--- src/rtl/fifo_pkg.sv ---
// Shared definitions for the single-clock FIFO family.
package fifo_pkg;

  localparam int unsigned FIFO_DW_DEF = 34;
  localparam int unsigned FIFO_AW_DEF = 2;

  // Occupancy quartile encodings reported on the level output.
  typedef enum logic [1:0] {
    LVL_Q0 = 2'b00,
    LVL_Q1 = 2'b01,
    LVL_Q2 = 2'b10,
    LVL_Q3 = 2'b11
  } level_e;

  // Ceiling log2, usable in constant expressions.
  function automatic int unsigned clog2(input int unsigned value);
    int unsigned res;
    res = 0;
    while ((32'd1 << res) < value) res = res + 1;
    return res;
  endfunction

endpackage

--- src/rtl/fifo_mem_sc.sv ---
// Single-clock storage array: one write port, one read port that is either
// registered with an enable (SYNC_RD=1) or purely combinational (SYNC_RD=0).
module fifo_mem_sc #(
  parameter int unsigned DW      = 34,
  parameter int unsigned AW      = 2,
  parameter int unsigned SYNC_RD = 1
) (
  input  logic          clk,
  input  logic          rst,
  input  logic          clr,
  input  logic          we,
  input  logic [AW-1:0] waddr,
  input  logic [DW-1:0] wdata,
  input  logic          re,
  input  logic [AW-1:0] raddr,
  output logic [DW-1:0] rdata
);

  localparam int unsigned DEPTH = 1 << AW;

  logic [DW-1:0] mem [DEPTH];

  // Array write; contents are never reset.
  always_ff @(posedge clk) begin
    if (we) mem[waddr] <= wdata;
  end

  if (SYNC_RD != 0) begin : g_sync_rd
    // Registered read port, zeroed by reset or clear, held when not reading.
    always_ff @(posedge clk) begin
      if (!rst || clr) rdata <= '0;
      else if (re)     rdata <= mem[raddr];
    end
  end else begin : g_async_rd
    logic unused_ctrl;
    assign unused_ctrl = &{1'b0, rst, clr, re};
    assign rdata       = mem[raddr];
  end

endmodule

--- src/rtl/generic_fifo_sc_p.sv ---
// Parametrised single-clock FIFO with exact occupancy, registered status,
// sticky overflow/underflow and optional first-word-fall-through reads.
module generic_fifo_sc_p
  import fifo_pkg::*;
#(
  parameter int unsigned DW        = FIFO_DW_DEF,
  parameter int unsigned AW        = FIFO_AW_DEF,
  parameter int unsigned AF_THRESH = (1 << AW) - 1,
  parameter int unsigned AE_THRESH = 1,
  parameter int unsigned FWFT      = 0
) (
  input  logic          clk,
  input  logic          rst,
  input  logic          clr,
  input  logic [DW-1:0] din,
  input  logic          we,
  input  logic          re,
  output logic [DW-1:0] dout,
  output logic          full,
  output logic          empty,
  output logic          almost_full,
  output logic          almost_empty,
  output logic [AW:0]   count,
  output logic [1:0]    level,
  output logic          overflow,
  output logic          underflow
);

  localparam int unsigned DEPTH = 1 << AW;
  localparam int unsigned CW    = clog2(DEPTH + 1);

  logic [AW-1:0] wp;
  logic [AW-1:0] rp;
  logic          wr_ok;
  logic          rd_ok;
  logic          mem_we;
  logic          mem_re;
  logic [CW-1:0] count_next;
  logic          full_next;
  logic          empty_next;
  logic          af_next;
  logic          ae_next;
  logic [1:0]    level_next;

  // Accept decisions and next-state status, all derived from count_next.
  always_comb begin
    wr_ok      = we & ~full;
    rd_ok      = re & ~empty;
    count_next = count;
    case ({wr_ok, rd_ok})
      2'b10:   count_next = count + CW'(1);
      2'b01:   count_next = count - CW'(1);
      default: count_next = count;
    endcase
    full_next  = (count_next == CW'(DEPTH));
    empty_next = (count_next == CW'(0));
    af_next    = (count_next >= CW'(AF_THRESH));
    ae_next    = (count_next <= CW'(AE_THRESH));
    if (count_next == CW'(DEPTH)) level_next = LVL_Q3;
    else                          level_next = count_next[AW-1:AW-2];
  end

  // Keep the array quiet on edges where the control state is being reset.
  assign mem_we = wr_ok & rst & ~clr;
  assign mem_re = rd_ok & rst & ~clr;

  // Pointers, occupancy, status flags and sticky errors.
  always_ff @(posedge clk) begin
    if (!rst || clr) begin
      wp           <= '0;
      rp           <= '0;
      count        <= '0;
      full         <= 1'b0;
      empty        <= 1'b1;
      almost_full  <= 1'b0;
      almost_empty <= 1'b1;
      level        <= LVL_Q0;
      overflow     <= 1'b0;
      underflow    <= 1'b0;
    end else begin
      if (wr_ok) wp <= wp + AW'(1);
      if (rd_ok) rp <= rp + AW'(1);
      count        <= count_next;
      full         <= full_next;
      empty        <= empty_next;
      almost_full  <= af_next;
      almost_empty <= ae_next;
      level        <= level_next;
      overflow     <= overflow  | (we & full);
      underflow    <= underflow | (re & empty);
    end
  end

  fifo_mem_sc #(
    .DW      (DW),
    .AW      (AW),
    .SYNC_RD ((FWFT != 0) ? 0 : 1)
  ) u_mem (
    .clk   (clk),
    .rst   (rst),
    .clr   (clr),
    .we    (mem_we),
    .waddr (wp),
    .wdata (din),
    .re    (mem_re),
    .raddr (rp),
    .rdata (dout)
  );

endmodule

--- config.mk ---
export PLATFORM = sky130hd
export DESIGN_NAME = generic_fifo_sc_p
export DESIGN_NICKNAME = d
export VERILOG_FILES = /design/src/rtl/fifo_pkg.sv /design/src/rtl/fifo_mem_sc.sv /design/src/rtl/generic_fifo_sc_p.sv
export SDC_FILE = /design/constraint.sdc
export NUM_CORES = 1
export LEC_CHECK = 0
export BUFFER_PORTS_ARGS = -buffer_cell sky130_fd_sc_hd__buf_2
export CORE_ASPECT_RATIO = 0.9
export CORE_MARGIN = 2
export CORE_UTILIZATION = 35
export CTS_CLUSTER_DIAMETER = 50
export CTS_CLUSTER_SIZE = 24
export DETAILED_ROUTE_END_ITERATION = 16
export PLACE_DENSITY_LB_ADDON = 0.15
export SLEW_MARGIN = 20
export SYNTH_ARGS = -nofsm -noshare
export SYNTH_HDL_FRONTEND = slang
export SYNTH_SLANG_ARGS = --single-unit
--- constraint.sdc ---
create_clock -name clk -period 2.6 [get_ports clk]
set_input_delay 0.52 -clock clk [delete_from_list [all_inputs] [get_ports clk]]
set_output_delay 0.52 -clock clk [all_outputs]
set_load 0.005 [all_outputs]
==> flow_metrics.env, run 1 <==
export IMPL_outcome="completed"
export IMPL_synth_net_count=376
export IMPL_core_area_um2=18500
export IMPL_r2r_setup_slack_ns=0.49
export IMPL_syn_instance_count=331
export IMPL_rr_worst_depth=9
export IMPL_cts_buffers=17
export IMPL_grt_usage=0.139
export IMPL_p_sw_mw=1.23
export IMPL_num_vias=3309
export IMPL_antenna_found_initial=1
export IMPL_cts_setup_buffers=0
export IMPL_critical_path_arrival_ns=2.46
export IMPL_wl_per_cell_um=19.1
export IMPL_clock_latency_ns=0.42
export IMPL_utilization=0.435
export IMPL_min_path_cells=1
export IMPL_dp_hpwl_mm=7.67
export IMPL_rows=47
export IMPL_mappedNetlistArea_um2=6670
export IMPL_placed_area_um2=7450
export IMPL_ant_nets=0
export IMPL_drive_gt1_frac=0.374
export IMPL_seqPwrFrac=0.530
export IMPL_multi_input_area_um2=1450
export IMPL_gp_congestion=0.721
export IMPL_grt_pass1_vias=3524
export IMPL_yosysSeqAreaShare=0.760
export IMPL_max_freq_mhz=474
export IMPL_worstMarginPinSlew_ns=0.589
export IMPL_grt_max_degree=35
export IMPL_p_leak_nw=2.87
export IMPL_powerDensity_nw_per_um2=754
export IMPL_hold_slack_ns=0.309
export IMPL_fin_skew_ns=0.0105
export IMPL_diodes=0
export IMPL_p_sw_frac=0.203
export IMPL_cell_internal_pwr_mw=4.85
export IMPL_use_met3=0.0476
export IMPL_dp_cells=657
export IMPL_fill_cells=1682
export IMPL_post_route_min_period_ns=2.11
export IMPL_ys_warn_count=0
export IMPL_cts_max_level=4
export IMPL_grtUsageMet1=0.173
export IMPL_grt_pass1_wl_mm=20.2
export IMPL_io_pins=84
export IMPL_setup_viol=0
export IMPL_fin_cells=689
export IMPL_min_path_type="in2reg"
export IMPL_firstDrtPassIters=4
export IMPL_start_kind="register"
export IMPL_pwr_share_comb=0.034
export IMPL_ys_ff_latch=185
export IMPL_path_max_fanout=4
export IMPL_die_area_um2=20200
export IMPL_total_power_mw=6.08
export IMPL_final_hold_viol_count=0
export IMPL_ir_worst_vdd_mv=0.431
export IMPL_ctsHoldBuffers=0
export IMPL_met2_usage=0.233
export IMPL_drv_slew=0
export IMPL_drt_initial_drc_count=155
export IMPL_setup_ws_ns=0.489
export IMPL_seq_area_um2=5070
export IMPL_fp_dieH_um=135
export IMPL_fin_area_um2=8060
export IMPL_routed_wl_mm=13.2
export IMPL_rsz0062_at_grt="false"
export IMPL_period_share=0.812
export IMPL_clockRootBuffer="clkbuf_16"
export IMPL_port_buffers=83
export IMPL_grt_overflow=0
export IMPL_clk_pin_slew_ns=0.07
export IMPL_synth_distinct_cells=30
export IMPL_ctsResizeCount=0
export IMPL_cts_sinks=185
export IMPL_initial_core_util=0.360
export IMPL_tns_ns=0
export IMPL_cp_required_ns=2.95
export IMPL_grt_busiest_layer="met2"
export IMPL_die_w_um=149
export IMPL_critical_path_class="reg2reg"
export IMPL_drt_vias_per_instance=4.80
export IMPL_clk_path_buf_depth=2
export IMPL_cts_tree="built"
export IMPL_maxCapViolations=0
export IMPL_layout_nets=476
export IMPL_relSlewSlack=0.607
export IMPL_p_clk_frac=0.437
export IMPL_cp_end_kind="register"
export IMPL_syn_to_final_growth_pct=20.9
export IMPL_drc=0
export IMPL_place_ws_ns=0.172
export IMPL_syn_avg_cell_area_um2=20.1
## layout make-up
| class | instances | share of cell area |
|---|---|---|
| clock buffers | 19 | 0.0550 |
| clock inverters | 13 | 0.0206 |
| inverters | 7 | 0.00326 |
| multi-input cells | 121 | 0.180 |
| flip-flops and latches | 185 | 0.629 |
| well taps | 245 | 0.0380 |
| repair buffers | 99 | 0.0742 |
## per-layer routing
layer	vias to the layer above	routed length, um
li1	1531	-
met2	72	6580
met5	-	13
met3	8	669
met4	2	88
met1	1696	5830
## state kept, by name (all words and copies together), names as in the netlist, 2 cells and up
register,count
u_mem.mem,136
u_mem.rdata,34
count,3
level,2
rp,2
wp,2
## Yosys cell counts
library cell | instances | share of area
buf_2 | 12 | 0.0090
o22ai_1 | 1 | 0.00094
buf_12 | 3 | 0.0090
nand2_1 | 1 | 0.00056
o21ai_0 | 3 | 0.0023
nor2_1 | 13 | 0.0073
a22o_1 | 32 | 0.042
edfxtp_1 | 136 | 0.61
and3_1 | 5 | 0.0047
xnor2_1 | 4 | 0.0053
inv_1 | 7 | 0.0039
dfxtp_1 | 49 | 0.15
fa_1 | 1 | 0.0030
o31a_1 | 1 | 0.0013
nand3_1 | 1 | 0.00075
xor2_1 | 1 | 0.0013
ha_1 | 5 | 0.0094
buf_6 | 1 | 0.0017
clkbuf_1 | 2 | 0.0011
nor2b_1 | 5 | 0.0047
o21a_1 | 1 | 0.0011
and2_1 | 1 | 0.00094
nor3_1 | 3 | 0.0023
o21ai_1 | 1 | 0.00075
nand2b_1 | 1 | 0.00094
mux4_1 | 6 | 0.024
mux2i_1 | 3 | 0.0045
a21oi_1 | 3 | 0.0023
a22oi_1 | 1 | 0.0011
mux4_2 | 28 | 0.095
## power groups by stage
| stage | combinational [mW] | sequential (mW) | clock (mW) |
|---|---|---|---|
| after floorplan | 0.109 | 3.28 | 0 |
| after global placement | 0.204 | 3.28 | 0 |
| after detailed placement | 0.210 | 3.28 | 0 |
| after CTS | 0.211 | 3.22 | 2.72 |
| after global routing | 0.230 | 3.22 | 2.85 |
| final | 0.205 | 3.22 | 2.65 |
## path summary, 6_finish.rpt
check | start | to
hold / removal | din[6] | u_mem.mem[3][6]$_DFFE_PP_
setup / recovery | full$_SDFF_PP0_ | empty$_SDFF_PP1_
hold reg to reg | underflow$_SDFF_PP0_ | underflow$_SDFF_PP0_
setup reg to reg | full$_SDFF_PP0_ | empty$_SDFF_PP1_
## placed cells by master (no fill, tap or decap), drive strengths merged
cell type  instances
nor3               3
and3               5
clkinv             3
and2               1
o22ai              1
xnor2              4
buf               99
a22oi              1
a21oi              3
xor2               1
inv               11
bufinv             3
clkinvlp           3
nand2b             1
mux2i              3
nor2              13
nand2              1
edfxtp           136
a22o              32
mux4              34
clkbuf            19
o21a               1
fa                 1
nor2b              5
o21ai              4
o31a               1
nand3              1
dfxtp             49
ha                 5
## worst max-delay path: stages, from the launching register on
cell     delay [ns]
dfxtp_1        0.33
nor2b_1        0.15
inv_1          0.06
ha_1           0.23
fa_1           0.38
xnor2_1        0.18
o21a_1         0.18
o21ai_1        0.26
inv_1          0.12
nor3_1         0.14
## cells by family after synthesis
family / synth area share
flip-flops: 0.760
AND/OR/NAND/NOR: 0.0221
buffers and inverters: 0.0248
XOR/XNOR: 0.00657
multiplexers: 0.123
AO/OA/AOI/OAI: 0.0518
adder cells (fa/ha/maj): 0.0124
Note: power is estimated with default switching activity, not from simulation.
==> inputs of run 2 (changes only) <==
clock period = 2 ns   (was 2.6 ns; I/O delays follow)
==> run 2 against run 1 <==
Effect of this change:
- via count grew 1.2%
- clock power grew 25%
- worst setup slack lost 0.43 ns
- flip-flop and latch count is the same
- clock skew shrank 0.0027 ns
- power grew 28%
- fmax grew 8.5%
- die area is the same
- clock-buffer cell count is the same
- highest routed layer unchanged
- critical path depth is the same
==> flow_metrics.env, run 2 (synthesis gave the netlist of run 1 again) <==
export IMPL_fin_skew_ns=0.00782
export IMPL_critical_path_class="reg2reg"
export IMPL_outcome="completed"
export IMPL_wl_met2_mm=6.06
export IMPL_wl_per_cell_um=18.7
export IMPL_rows=47
export IMPL_worstHoldStart="din[8]"
export IMPL_grt_pass1_wl_mm=19.9
export IMPL_ctsHoldBuffers=0
export IMPL_cp_end_kind="register"
export IMPL_grt_overflow=0
export IMPL_syn_to_final_growth_pct=22.0
export IMPL_fill_cells=1635
export IMPL_cts_max_level=4
export IMPL_die_w_um=149
export IMPL_pwr_share_comb=0.036
export IMPL_r2r_end="full$_SDFF_PP0_"
export IMPL_ir_worst_vdd_mv=0.647
export IMPL_drv_slew=0
export IMPL_grt_usage=0.137
export IMPL_layout_commonest_cell="edfxtp_1"
export IMPL_relSlewSlack=0.314
export IMPL_setup_ws_ns=0.0541
export IMPL_setup_viol=0
export IMPL_reg_top3="u_mem.mem x136, u_mem.rdata x34, count x3"
export IMPL_powerDensity_nw_per_um2=954
export IMPL_diodes=0
export IMPL_cp_required_ns=2.31
export IMPL_min_path_type="in2reg"
export IMPL_clockRootBuffer="clkbuf_16"
export IMPL_seqPwrFrac=0.539
export IMPL_rr_worst_depth=9
export IMPL_rsz0062_at_grt="true"
export IMPL_clk_path_buf_depth=2
export IMPL_p_sw_frac=0.212
export IMPL_ant_nets=0
export IMPL_io_pins=84
export IMPL_critical_path_arrival_ns=2.25
export IMPL_clk_pin_slew_ns=0.07
export IMPL_initial_core_util=0.360
export IMPL_gp_congestion=0.723
export IMPL_maxCapViolations=0
export IMPL_p_clk_frac=0.425
export IMPL_core_area_um2=18500
export IMPL_post_route_min_period_ns=1.95
export IMPL_num_vias=3349
export IMPL_place_ws_ns=-0.101
export IMPL_cts_tree="built"
export IMPL_wl_met1_mm=5.90
export IMPL_clock_latency_ns=0.42
export IMPL_cts_buffers=17
export IMPL_routed_top_layer="met5"
export IMPL_final_cell_mix="edfxtp_1, buf_2, dfxtp_1, a22o_1, mux4_2"
export IMPL_drc=0
export IMPL_drive_gt1_frac=0.402
export IMPL_firstDrtPassIters=4
export IMPL_grt_pass1_vias=3377
export IMPL_drt_vias_per_instance=4.82
export IMPL_worstMarginPinSlew_ns=1.03
export IMPL_p_leak_nw=2.90
export IMPL_die_area_um2=20200
export IMPL_r2r_setup_slack_ns=0.05
export IMPL_start_kind="register"
export IMPL_grt_max_degree=33
export IMPL_drt_initial_drc_count=237
export IMPL_cell_internal_pwr_mw=6.12
export IMPL_antenna_found_initial=3
export IMPL_cts_sinks=185
export IMPL_fp_dieH_um=135
export IMPL_route_met3_wl_um=789
export IMPL_final_hold_viol_count=0
export IMPL_layout_nets=482
export IMPL_dp_hpwl_mm=7.74
export IMPL_period_share=0.973
export IMPL_port_buffers=83
export IMPL_min_path_cells=1
export IMPL_r2r_start="full$_SDFF_PP0_"
export IMPL_p_sw_mw=1.64
export IMPL_path_max_fanout=4
export IMPL_hold_slack_ns=0.186
export IMPL_min_to="u_mem.mem[3][8]$_DFFE_PP_"
export IMPL_largest_register_ffs=136
export IMPL_largest_register="u_mem.mem"
export IMPL_max_freq_mhz=514
export IMPL_routed_wl_mm=13.0
run 2: power groups by stage:
stage,clock (mW),sequential [mW],combinational [mW]
after global routing,3.56,4.18,0.313
after floorplan,0,4.27,0.145
after CTS,3.40,4.18,0.283
after global placement,0,4.27,0.276
after detailed placement,0,4.27,0.283
final,3.30,4.18,0.281
run 2: final cells by class:
class	count	area (um2)	area share
Clock buffer	19	453	0.0557
Timing Repair Buffer	105	656	0.0806
Clock inverter	13	136	0.0168
Sequential cell	185	5070	0.623
Multi-Input combinational cell	121	1490	0.183
Tap cell	245	307	0.0377
Inverter	7	26.3	0.00323
run 2: through the flow:
| stage | area, um2 | power (mW) | util | cells | setup TNS, ns |
|---|---|---|---|---|---|
| floorplan | 6690 | 4.41 | - | 331 | 0 |
| global placement | 7520 | 4.54 | 0.406 | 662 | -0.118 |
| detailed placement | 7520 | 4.55 | 0.406 | 662 | -0.290 |
| CTS | 8110 | 7.87 | 0.438 | 694 | 0 |
| global route | 8130 | 8.06 | 0.439 | 695 | -0.0423 |
| finish | 8130 | 7.76 | 0.439 | 695 | 0 |
run 2: per-layer routing:
metal	vias up	track usage
met3	19	0.0432
met5	-	0
met2	85	0.207
met4	6	0.0550
met1	1705	0.185
li1	1534	-
run 2: worst max-delay path, stage by stage, from the launching register on:
cell	delay [ns]
dfxtp_2	0.34
nor2b_2	0.12
inv_1	0.05
ha_2	0.19
fa_2	0.40
xnor2_4	0.15
o21a_1	0.18
o21ai_2	0.22
buf_4	0.14
nor2_1	0.03
run 2: worst max path at each step:
stage / start / endpoint
finish: full$_SDFF_PP0_ / full$_SDFF_PP0_
global route: full$_SDFF_PP0_ / full$_SDFF_PP0_
CTS: full$_SDFF_PP0_ / empty$_SDFF_PP1_
detailed placement: we / empty$_SDFF_PP1_
global placement: we / empty$_SDFF_PP1_
floorplan: we / empty$_SDFF_PP1_
run 2: repair_timing:
action	in CTS	in global routing
setup buffers	0	1
setup endpoints to repair	0	3
resized for setup	0	5
